**src/rtl/hdc_sched_pkg.sv**
```systemverilog
// rtl/hdc_sched_pkg.sv - shared scheduler types, perf counter width and default sizing
package hdc_sched_pkg;

    typedef enum logic [1:0] {
        ST_IDLE     = 2'd0,
        ST_RUN      = 2'd1,
        ST_WAIT_ACK = 2'd2,
        ST_DONE     = 2'd3
    } fold_sched_state_t;

    localparam int PERF_CNT_WIDTH = 16;

    // Default channel geometry used when the integrator does not override it
    localparam int TOTAL_NUM_CHANNEL     = 4;
    localparam int MAX_NUM_CHANNEL_WIDTH = 2;

    function automatic int ceil_log2(input int value);
        return (value <= 2) ? 1 : $clog2(value);
    endfunction

endpackage

```
**src/rtl/sat_counter.sv**
```systemverilog
// rtl/sat_counter.sv - saturating up-counter with synchronous clear
module sat_counter #(
    parameter int WIDTH = 16
) (
    input  logic             clk,
    input  logic             rst,
    input  logic             clear,
    input  logic             inc,
    output logic [WIDTH-1:0] count
);

    localparam logic [WIDTH-1:0] ONE = {{(WIDTH-1){1'b0}}, 1'b1};

    // A clear and an increment in the same cycle restart the count at one
    always_ff @(posedge clk) begin
        if (!rst) begin
            count <= '0;
        end else if (clear) begin
            count <= inc ? ONE : '0;
        end else if (inc && (count != {WIDTH{1'b1}})) begin
            count <= count + ONE;
        end
    end

endmodule

```
**src/rtl/fold_scheduler.sv**
```systemverilog
// rtl/fold_scheduler.sv - fold/channel beat sequencer; FOLD_SCHED_PERF_EN adds cycle/stall counters
module fold_scheduler
    import hdc_sched_pkg::*;
#(
    parameter int NUM_FOLDS       = 8,
    parameter int NUM_FOLDS_WIDTH = ceil_log2(8),
    parameter int NUM_CHANNEL     = TOTAL_NUM_CHANNEL,
    parameter int CHAN_WIDTH      = MAX_NUM_CHANNEL_WIDTH
) (
    input  logic                       clk,
    input  logic                       rst,
    input  logic                       start_valid,
    output logic                       start_ready,
    output logic                       beat_valid,
    input  logic                       beat_ready,
    output logic [NUM_FOLDS_WIDTH-1:0] fold_idx,
    output logic [CHAN_WIDTH-1:0]      chan_idx,
    output logic                       first_chan,
    output logic                       last_chan,
    input  logic                       fold_ack,
    output logic                       done,
    output logic                       busy
`ifdef FOLD_SCHED_PERF_EN
    ,
    output logic [PERF_CNT_WIDTH-1:0]  cycle_count,
    output logic [PERF_CNT_WIDTH-1:0]  stall_count
`endif
);

    localparam logic [NUM_FOLDS_WIDTH-1:0] LAST_FOLD = NUM_FOLDS_WIDTH'(NUM_FOLDS - 1);
    localparam logic [CHAN_WIDTH-1:0]      LAST_CHAN = CHAN_WIDTH'(NUM_CHANNEL - 1);
    localparam logic [NUM_FOLDS_WIDTH-1:0] FOLD_ONE  = {{(NUM_FOLDS_WIDTH-1){1'b0}}, 1'b1};
    localparam logic [CHAN_WIDTH-1:0]      CHAN_ONE  = {{(CHAN_WIDTH-1){1'b0}}, 1'b1};

    fold_sched_state_t              state;
    logic [NUM_FOLDS_WIDTH-1:0]     fold_cnt;
    logic [CHAN_WIDTH-1:0]          chan_cnt;

    always_ff @(posedge clk) begin
        if (!rst) begin
            state    <= ST_IDLE;
            fold_cnt <= '0;
            chan_cnt <= '0;
        end else begin
            case (state)
                ST_IDLE: begin
                    if (start_valid) begin
                        state    <= ST_RUN;
                        fold_cnt <= '0;
                        chan_cnt <= '0;
                    end
                end
                ST_RUN: begin
                    if (beat_ready) begin
                        if (chan_cnt == LAST_CHAN) begin
                            state <= ST_WAIT_ACK;
                        end else begin
                            chan_cnt <= chan_cnt + CHAN_ONE;
                        end
                    end
                end
                // fold_ack only matters here; acks seen in RUN are dropped
                ST_WAIT_ACK: begin
                    if (fold_ack) begin
                        if (fold_cnt == LAST_FOLD) begin
                            state <= ST_DONE;
                        end else begin
                            state    <= ST_RUN;
                            fold_cnt <= fold_cnt + FOLD_ONE;
                            chan_cnt <= '0;
                        end
                    end
                end
                ST_DONE: begin
                    state    <= ST_IDLE;
                    fold_cnt <= '0;
                    chan_cnt <= '0;
                end
                default: begin
                    state    <= ST_IDLE;
                    fold_cnt <= '0;
                    chan_cnt <= '0;
                end
            endcase
        end
    end

    // Moore decode: every output depends only on registered state
    assign start_ready = (state == ST_IDLE);
    assign beat_valid  = (state == ST_RUN);
    assign done        = (state == ST_DONE);
    assign busy        = (state != ST_IDLE);
    assign fold_idx    = fold_cnt;
    assign chan_idx    = chan_cnt;
    assign first_chan  = beat_valid && (chan_cnt == '0);
    assign last_chan   = beat_valid && (chan_cnt == LAST_CHAN);

`ifdef FOLD_SCHED_PERF_EN
    logic start_accept;
    assign start_accept = (state == ST_IDLE) && start_valid;

    // The accepting cycle counts as the first cycle of the sample
    sat_counter #(
        .WIDTH (PERF_CNT_WIDTH)
    ) u_cycle_cnt (
        .clk   (clk),
        .rst   (rst),
        .clear (start_accept),
        .inc   (busy || start_accept),
        .count (cycle_count)
    );

    sat_counter #(
        .WIDTH (PERF_CNT_WIDTH)
    ) u_stall_cnt (
        .clk   (clk),
        .rst   (rst),
        .clear (start_accept),
        .inc   (beat_valid && !beat_ready),
        .count (stall_count)
    );
`endif

endmodule

```
**config.mk**
```make
export PLATFORM = sky130hd
export DESIGN_NAME = fold_scheduler
export DESIGN_NICKNAME = d
export VERILOG_FILES = /design/src/rtl/hdc_sched_pkg.sv /design/src/rtl/sat_counter.sv /design/src/rtl/fold_scheduler.sv
export SDC_FILE = /design/constraint.sdc
export NUM_CORES = 1
export LEC_CHECK = 0
export ABC_CLOCK_PERIOD_IN_PS = 1570
export CORE_MARGIN = 2
export CORE_UTILIZATION = 27
export DETAILED_ROUTE_END_ITERATION = 16
export PLACE_DENSITY = 0.57
export SETUP_SLACK_MARGIN = 0.2
export SLEW_MARGIN = 20
export SYNTH_ARGS = -nofsm -noshare
export SYNTH_HDL_FRONTEND = slang
export SYNTH_SLANG_ARGS = --single-unit
```
**constraint.sdc**
```tcl
create_clock -name clk -period 1.57 [get_ports clk]
set_input_delay 0.2355 -clock clk [delete_from_list [all_inputs] [get_ports clk]]
set_output_delay 0.2355 -clock clk [all_outputs]
set_load 0.01 [all_outputs]
```
== Yosys cells after proc, flatten, opt, wreduce, memory -nomap -nowiden ==
Cells that the tools add are included.
Storage, ports and cells
  word-level logic and storage cells: 41
  register bits: 7
Cells by class
  reduce and logical (&&, ||, !) cells: 9
  add/sub/neg operators: 2
  equality and inequality tests: 11
  mux-type cells: 16
Operators by type and width (count)
  $mux 2: 10
  $pmux 2 s4: 2
  $mux 3: 3
  $pmux 3 s3: 1
  $ne 2x2->1 const B: 4
  $reduce_and 4->1: 2
  $eq 2x2->1 const B: 3
  $reduce_and 5->1: 1
  $logic_not 2->1: 2
  $ne 2x1->1 const B: 2
  $add 3x1->3 const B: 1
  $eq 3x3->1 const B: 1
  $reduce_bool 3->1: 1
  $add 2x1->2 const B: 1
  $eq 2x1->1 const B: 1
  $logic_and 1x1->1: 2
  $reduce_bool 2->1: 1

== Longest topological paths before layout ==
  word-level depth: 4
  depth in mapped cells: 5
  mapped depth without buffers: 5

== Worst setup path after synthesis ==
OpenSTA, ideal clock, no wires.
  kind: reg2reg
  start: register fold_cnt[0], in the netlist fold_idx[0]
  end: register chan_cnt[0], in the netlist chan_idx[0]
  cell stages (with the launch flop): 6
  path buffers: 0
  clock period less this slack: 1.479 ns
  data required time: 1.495 ns
  library setup time: 0.075 ns
  setup slack: 0.091 ns
  arrival: 1.404 ns
  cell sequence: dfxtp_1 ha_1 ha_1 nand2b_4 a2111o_1 o22ai_1
On the way
  word-level cells in the longest chain between the ends: 3
Ends and longest elaborated chain
  start, declared: line fold_scheduler.sv:36  | logic [NUM_FOLDS_WIDTH-1:0] fold_cnt;
  start signal, assigned: line fold_scheduler.sv:69  | fold_cnt <= fold_cnt + FOLD_ONE;
  $eq 3x3->1: line fold_scheduler.sv:65  | if (fold_cnt == LAST_FOLD) begin
  $ne 2x2->1 (no source line)
  $reduce_and 5->1 (no source line)
  end signal, assigned: line fold_scheduler.sv:58  | chan_cnt <= chan_cnt + CHAN_ONE;
  end, declared: line fold_scheduler.sv:37  | logic [CHAN_WIDTH-1:0] chan_cnt;
Every way passes these cells.
A chain may end at the register's enable or synchronous reset.

== Final worst setup path ==
Same ends and word-level chain as after synthesis.

==> impl_metrics.json <==
{
  "worstSetupStartpointType": "flop",
  "critPathKind": "flop to flop",
  "post_drt_wl_per_cell_um": 12.7,
  "hold_viol": 0,
  "clk_latency_ns": 0.26,
  "clkSinkCount": 7,
  "hold_end": "fold_idx[1]",
  "ant_nets": 0,
  "pwr_density_cell_mw_per_mm2": 1420,
  "cts_max_path_buffers": 2,
  "r2r_setup_slack_ns": 0.12,
  "first_pass_iters": 4,
  "cp_max_fo": 5,
  "grt_pass1_vias": 450,
  "nets": 97,
  "vias": 494,
  "skew_ns": 0.00313,
  "ys_ff_latch": 7,
  "ys_warn_count": 0,
  "totalPowerFinal_mw": 1.24,
  "cp-end-kind": "flop",
  "htree_levels": 1,
  "arrival_ns": 1.63,
  "grt-ovfl-total": 0,
  "fill_cells": 183,
  "setup_slack_ns": 0.124,
  "synthToLayoutAreaGrowth_pct": 72.5,
  "power.leakage_nw": 0.369,
  "slew_viol_final": 0,
  "worstHoldStart": "fold_idx[1]",
  "grt_pass1_wl_mm": 1.93,
  "viasPerCell": 4.62,
  "tightest_slew_ns": 0.347,
  "diodes": 0,
  "hpwl_um": 857,
  "io_pins": 16,
  "syn_inst": 56,
  "pre_cts_ws_ns": 0.0773,
  "cts_made_buffers": 3,
  "drive_above_1_share_pct": 47.6,
  "clockRootBuffer": "clkbuf_4",
  "netlist_area_um2": 505,
  "r2r-end": "chan_idx[0]",
  "drt_iter0_drc": 2,
  "drc": 0,
  "die_height_um": 47.3,
  "start_util_pct": 29.0,
  "port_buffers": 15,
  "seq_area_frac_synth_pct": 27.7,
  "tritoncts": "done",
  "fin_util_pct": 50.0,
  "drv_cap": 0,
  "die_w_um": 47.3,
  "ir_drop_mv": 0.621,
  "rows": 15,
  "wl_mm": 1.35,
  "ys_types": 20,
  "dieArea_mm2": 0.00223,
  "finalSetupViolCount": 0,
  "grt_max_degree": 9,
  "min_path_cells": 2,
  "gp_congestion": 0.764,
  "path_clk_slew_ns": 0.05,
  "core_area_mm2": 0.00175,
  "reg2reg_depth": 5,
  "status": "completed",
  "fmax_ghz": 0.691,
  "fin_setup_tns_ns": 0,
  "grt_usage_pct": 12.6,
  "hp-class": "flop to flop",
  "r2r_start": "fold_idx[0]",
  "hold_ws_ns": 0.509,
  "rsz0062_at_grt": "true",
  "cp.required_ns": 1.75,
  "antenna_found_initial": 0,
  "syn_nets": 70,
  "slew_headroom_pct": 76.6,
  "layout_min_cycle_time_ns": 1.45,
  "avgSynthCellArea_um2": 9.03,
  "fin_crit_sh_pct": 92.1
}
==> logic make-up after synthesis <==
group	share of synthesized area (%)
buf+inv	8.42
fa+ha+maj	22.3
flops	27.7
compound gates	20.1
simple gates	21.5
==> through the flow <==
stage                     std cells  area (µm²)
after global routing            107         872
after global placement          100         724
after CTS                       106         771
after floorplan                  56         518
after detailed placement        100         724
final                           107         872
==> what timing repair did <==
item,4_1_cts,5_1_grt
gates resized for setup,29,19
hold buffers,0,0
setup endpoints to repair,18,12
pin swaps,2,3
buffers inserted,2,1
==> cell type report <==
class / count / area [µm²] / share of cell area [%]
clock buffer: 4 / 26.3 / 3.01
inverter: 8 / 32.5 / 3.73
multi-input combinational: 40 / 445 / 51.1
sequential: 7 / 149 / 17.1
tap: 25 / 31.3 / 3.59
timing repair buffer: 23 / 188 / 21.5
==> how the worst max path moves through the flow <==
| stage | from | end | slack (ns) | cells after the start |
|---|---|---|---|---|
| CTS | fold_idx[0] | chan_idx[0] | 0.13 | 5 |
| detailed placement | state[1] | state[1] | 0.08 | 6 |
| finish | fold_idx[0] | chan_idx[0] | 0.12 | 5 |
| floorplan | state[0] | fold_idx[0] | 0.19 | 5 |
| global placement | state[1] | state[1] | 0.07 | 6 |
| global route | state[1] | state[0] | 0.07 | 6 |
==> Yosys cell counts, drive strengths merged <==
library cell	instances	area, µm²
ha	9	113
or3b	1	8.76
a21boi	1	7.51
o22ai	4	25.0
nor4	1	6.26
nor2b	2	20.0
a211oi	3	22.5
and2	2	12.5
a221oi	1	8.76
a2111o	1	11.3
nand2b	3	26.3
dfxtp	7	140
nand3	1	5.00
o32ai	2	17.5
dlymetal6s2s	1	12.5
inv	8	30.0
nand2	8	30.0
a211o	1	8.76
==> metal layers <==
| layer | vias to the layer above | share of wire (%) | GRT usage [%] |
|---|---|---|---|
| met5 | - | 0 | 0 |
| met2 | 14 | 52 | 17.8 |
| met4 | 0 | 1.0 | 10.0 |
| met3 | 2 | 5.1 | 3.08 |
| met1 | 230 | 41 | 15.9 |
| li1 | 248 | - | - |
==> worst max-delay path: stages, from the launching register on <==
cell and delay, ns:
dfxtp_2 0.34, ha_4 0.17, ha_4 0.14, nand2b_4 0.15, a2111o_1 0.41, o22ai_2 0.15
==> flip-flops by register name (all words and copies together), names as in the netlist <==
| register | count |
|---|---|
| state | 2 |
| fold_idx | 3 |
| chan_idx | 2 |
==> power breakdown <==
part	switching (mW)	internal [mW]
logic	0.367	0.435
clock network	0.0761	0.0976
registers	0.0432	0.220
==> cell usage in the layout (no fill, tap or decap), types with 3 or more instances in the layout <==
cell	synthesis	final
dlygate4sd2_1	0	5
nand2_1	8	8
o22ai_2	0	4
clkdlybuf4s50_1	0	4
ha_4	0	5
buf_4	0	7
clkbuf_4	0	3
ha_1	9	3
dfxtp_2	0	4
inv_1	8	6
Power figures use the tool's default switching activity.
==> edit 1, RTL diff (config.mk and constraints unchanged) <==
Set the package constant `MAX_NUM_CHANNEL_WIDTH` to 4 (it was 2).
--- a/src/rtl/hdc_sched_pkg.sv
+++ b/src/rtl/hdc_sched_pkg.sv
@@ -12,7 +12,7 @@
 
     // Default channel geometry used when the integrator does not override it
     localparam int TOTAL_NUM_CHANNEL     = 4;
-    localparam int MAX_NUM_CHANNEL_WIDTH = 2;
+    localparam int MAX_NUM_CHANNEL_WIDTH = 4;
 
     function automatic int ceil_log2(input int value);
         return (value <= 2) ? 1 : $clog2(value);
Ports: changed (resized chan_idx); port bits go from 16 to 18. No check against the original RTL was run, so the function may have changed too.
==> edit 1 against the original RTL <==
  * The run now ends with negative setup slack left
  * Design area up 40%
  * Power rose by 26%
  * Synthesized area increased by 19%
  * Sequential cell count increased by 2
  * Synthesized cell count up 30%
  * Fmax down 18%
  * Worst setup slack worse by 0.31 ns
  * Routed wire length is 32% higher
==> edit 1: results (changes against the original RTL) <==
* Status: finished, violations left
* Failing checks: negative setup slack
* Clock Latency Late Sink at 0.28 ns (+0.02 ns)
* First-pass GRT wire length at 2.86 mm (+48%)
* RR Endpoint: chan_idx[2]$_SDFFE_PN0P_
* Hold Path Sink: chan_idx[3]$_SDFFE_PN0P_
* Cell family with most CP delay: simple AND/OR/NAND/NOR gates
* Clock skew at 0.0108 ns (+0.00765 ns)
* Die area at 2620 um2 (+17%)
* Nets at 132 (+36%)
* Dpl cell area at 990 um2 (+37%)
* Cell internal pwr at 0.000985 W (+31%)
* Vias per inst at 4.59 (-0.51%)
* WL met2 at 917 um (+29%)
* Worst-path cell with the longest stage delay: or4b_1
* Gr usage total at 14.4% (+1.8 points)
* GPL Wtd Cong at 0.785 (+2.8%)
* Worst endpoint data arrival time at 1.97 ns (+0.34 ns)
* Initial DRC count at 7 (+5)
* Adder-cell share of the synthesized area at 18.7% (-3.6 points)
* Largest net degree at the start of global routing at 18 (+9)
* Post-synthesis mux area share at 1.66% (+1.7 points)
* Setup TNS at -0.469 ns (-0.469 ns)
* Met3 WL post-DR at 77 um (+12%)
* Pleak at 0.528 nW (+43%)
* Setup WS post-layout at -0.183 ns (-0.307 ns)
* Max reg flops at 4 (+1)
* Count of cell types in the netlist at 25 (+25%)
* CTS clock-pin slew for the worst setup and hold paths at 0.07 ns (+0.02 ns)
* GR met3 Demand/Resource at 5.56% (+2.5 points)
* Setup violators final at 7 (+7)
* Share of post-route cells with drive strength above 1 at 61.5% (+14 points)
* Post-cts resize count at 55 (+90%)
* Vias in the first global route at 693 (+54%)
* Routed via count at 666 (+35%)
* Crit path max fanout at 2 (-3)
==> edit 1: cell types whose count changed in the layout (fill, tap and decap cells not counted), sizes merged, moves of 3 or more <==
cell,before,now
clkbuf,6,3
buf,10,31
o21ai,0,3
a211oi,3,0
a21oi,0,3
nor2,0,4
nand2,8,13
==> edit 1: power groups by stage <==
stage	registers [W]	logic (W)	clock network, W
final	0.000306	0.00107	0.000190
after global routing	0.000310	0.00114	0.000209
after CTS	0.000301	0.000969	0.000198
after detailed placement	0.000297	0.000764	0
after global placement	0.000296	0.000752	0
after floorplan	0.000315	0.000383	0
==> edit 1: cells by family (layout without fill, tap and decap cells) <==
family,Yosys count,after routing
fa+ha+maj,9,9
simple gates,29,29
mux,1,1
flops,9,9
buf+inv,9,53
compound gates,16,16
==> edit 1: cell type report <==
type                    count  area, um2
flip-flops and latches      9        195
repair buffers             42        372
clock inverters             1       5.00
inverters                   7       33.8
well taps                  28       35.0
clock buffers               3       22.5
multi-input cells          55        557
fillers                   195        928
==> edit 2, RTL diff (same settings) <==
Without the edit above. Make the reset (`rst`) asynchronous in one clocked block.
--- a/src/rtl/fold_scheduler.sv
+++ b/src/rtl/fold_scheduler.sv
@@ -36,7 +36,7 @@
     logic [NUM_FOLDS_WIDTH-1:0]     fold_cnt;
     logic [CHAN_WIDTH-1:0]          chan_cnt;
 
-    always_ff @(posedge clk) begin
+    always_ff @(posedge clk or negedge rst) begin
         if (!rst) begin
             state    <= ST_IDLE;
             fold_cnt <= '0;
Formal check against the unedited RTL: differs if rst is asserted again (counterexample within 4 cycles, from zero or initial values and one cycle with rst low); with rst held inactive, the same outputs for 10 cycles.
==> edit 2 against the original RTL <==
  * Critical path depth stayed put
  * Design area is 21% higher
  * Power is 60% higher
  * First-iteration DRC count grew to 3.0 times the old value
  * Die area is 6.6% higher
  * Sequential cell count stayed put
  * Sequential power is 21% higher
  * Routed wire length is 5.6% higher
  * Via count is 1.4% lower
  * Synthesized area is 7.2% higher
  * Worst setup slack worse by 0.10 ns
==> edit 2: results (changes against the original RTL) <==
* Status: completed
* FFs w/ async S/R, synth at 100% (+100 points)
* Setup WS post-layout at 0.0222 ns (-0.102 ns)
* M2 GR Usage at 18.9% (+1.1 points)
* Inverters at 7 (-1)
* Cell internal pwr at 0.00122 W (+62%)
* Worst-path cell with the longest stage delay: dfrtp_1
* Commonest cells post-synth: 9 x ha_1, 7 x dfrtp_1, 6 x inv_1, 3 x nand2b_1
* Peak supply drop at 0.892 mV (+44%)
* Count of cell types in the netlist at 26 (+30%)
* Met3 WL post-DR at 49 um (-29%)
* Clock skew at 0.00279 ns (-0.000340 ns)
* Die width at 48.8 um (+3.2%)
* GR met3 Demand/Resource at 3.68% (+0.60 points)
* Largest net degree at the start of global routing at 8 (-1)
* Clk cell area share at 2.49% (-0.52 points)
* Starting Density at 28.2% (-0.77 points)
* Synth Area in Compound Gates at 20.3% (+0.27 points)
* Worst endpoint data arrival time at 1.66 ns (+0.03 ns)
* Area contributors post-synth: dfrtp_1 32%, ha_1 21%, inv_1 4.2%
* FFs & Latches at 7 (unchanged)
* Final core occ at 54.9% (+4.9 points)
* Adder-cell share of the synthesized area at 20.8% (-1.5 points)
* Crit path max fanout at 3 (-2)
* Multi-input combinational area share at 45.8% (-5.3 points)
* Nets at 103 (+6.2%)
* Clk pwr share at 8.1% (-5.9 points)
* Worst rel slew slack at 78.8% (+2.2 points)
* Syn Nets at 63 (-10%)
* Number of cells after detailed placement at 94 (-6.0%)
* Reg power frac at 16.0% (-5.2 points)
* Non-clk buf share at 29.3% (+7.8 points)
* Top_reg_cell synth: dfrtp_1
* Wl on met1 at 615 um (+10%)
* Vias in the first global route at 508 (+13%)
* Sequential cell area at 176 um2 (+18%)
* Gr usage total at 12.8% (+0.27 points)
* Pleak at 0.479 nW (+30%)
* Routed via count at 487 (-1.4%)
* Sequential fraction of the synthesis area at 32.3% (+4.6 points)
* Seq power at 0.000318 W (+21%)
* Non-clk bufs at 35 (+52%)
* GPL Wtd Cong at 0.710 (-7.0%)
* Share of post-route cells with drive strength above 1 at 64.8% (+17 points)
* Post-cts resize count at 48 (+66%)
* DP HPWL at 870 um (+1.6%)
==> edit 2: changes by cell type after synthesis, moves of 2 or more <==
| cell | delta |
|---|---|
| nand2_1 | -8 |
| dfrtp_1 | +7 |
| dfxtp_1 | -7 |
| o22ai_1 | -4 |
| a211oi_1 | -3 |
| a22o_1 | +2 |
| and2_1 | -2 |
| and2_2 | +2 |
| inv_1 | -2 |
==> edit 2: worst min path at each step <==
stage / start / end / slack [ns] / cells past startpoint
4_1_cts: rst / fold_idx[1]$_DFFE_PN0P_ / 0.24 / 1
2_1_floorplan: rst / chan_idx[0]$_DFFE_PN0P_ / -0.06 / 0
5_1_grt: rst / fold_idx[1]$_DFFE_PN0P_ / 0.25 / 1
6_report: rst / fold_idx[1]$_DFFE_PN0P_ / 0.24 / 1
3_3_place_gp: rst / chan_idx[1]$_DFFE_PN0P_ / 0.51 / 1
3_5_place_dp: rst / chan_idx[0]$_DFFE_PN0P_ / 0.52 / 1
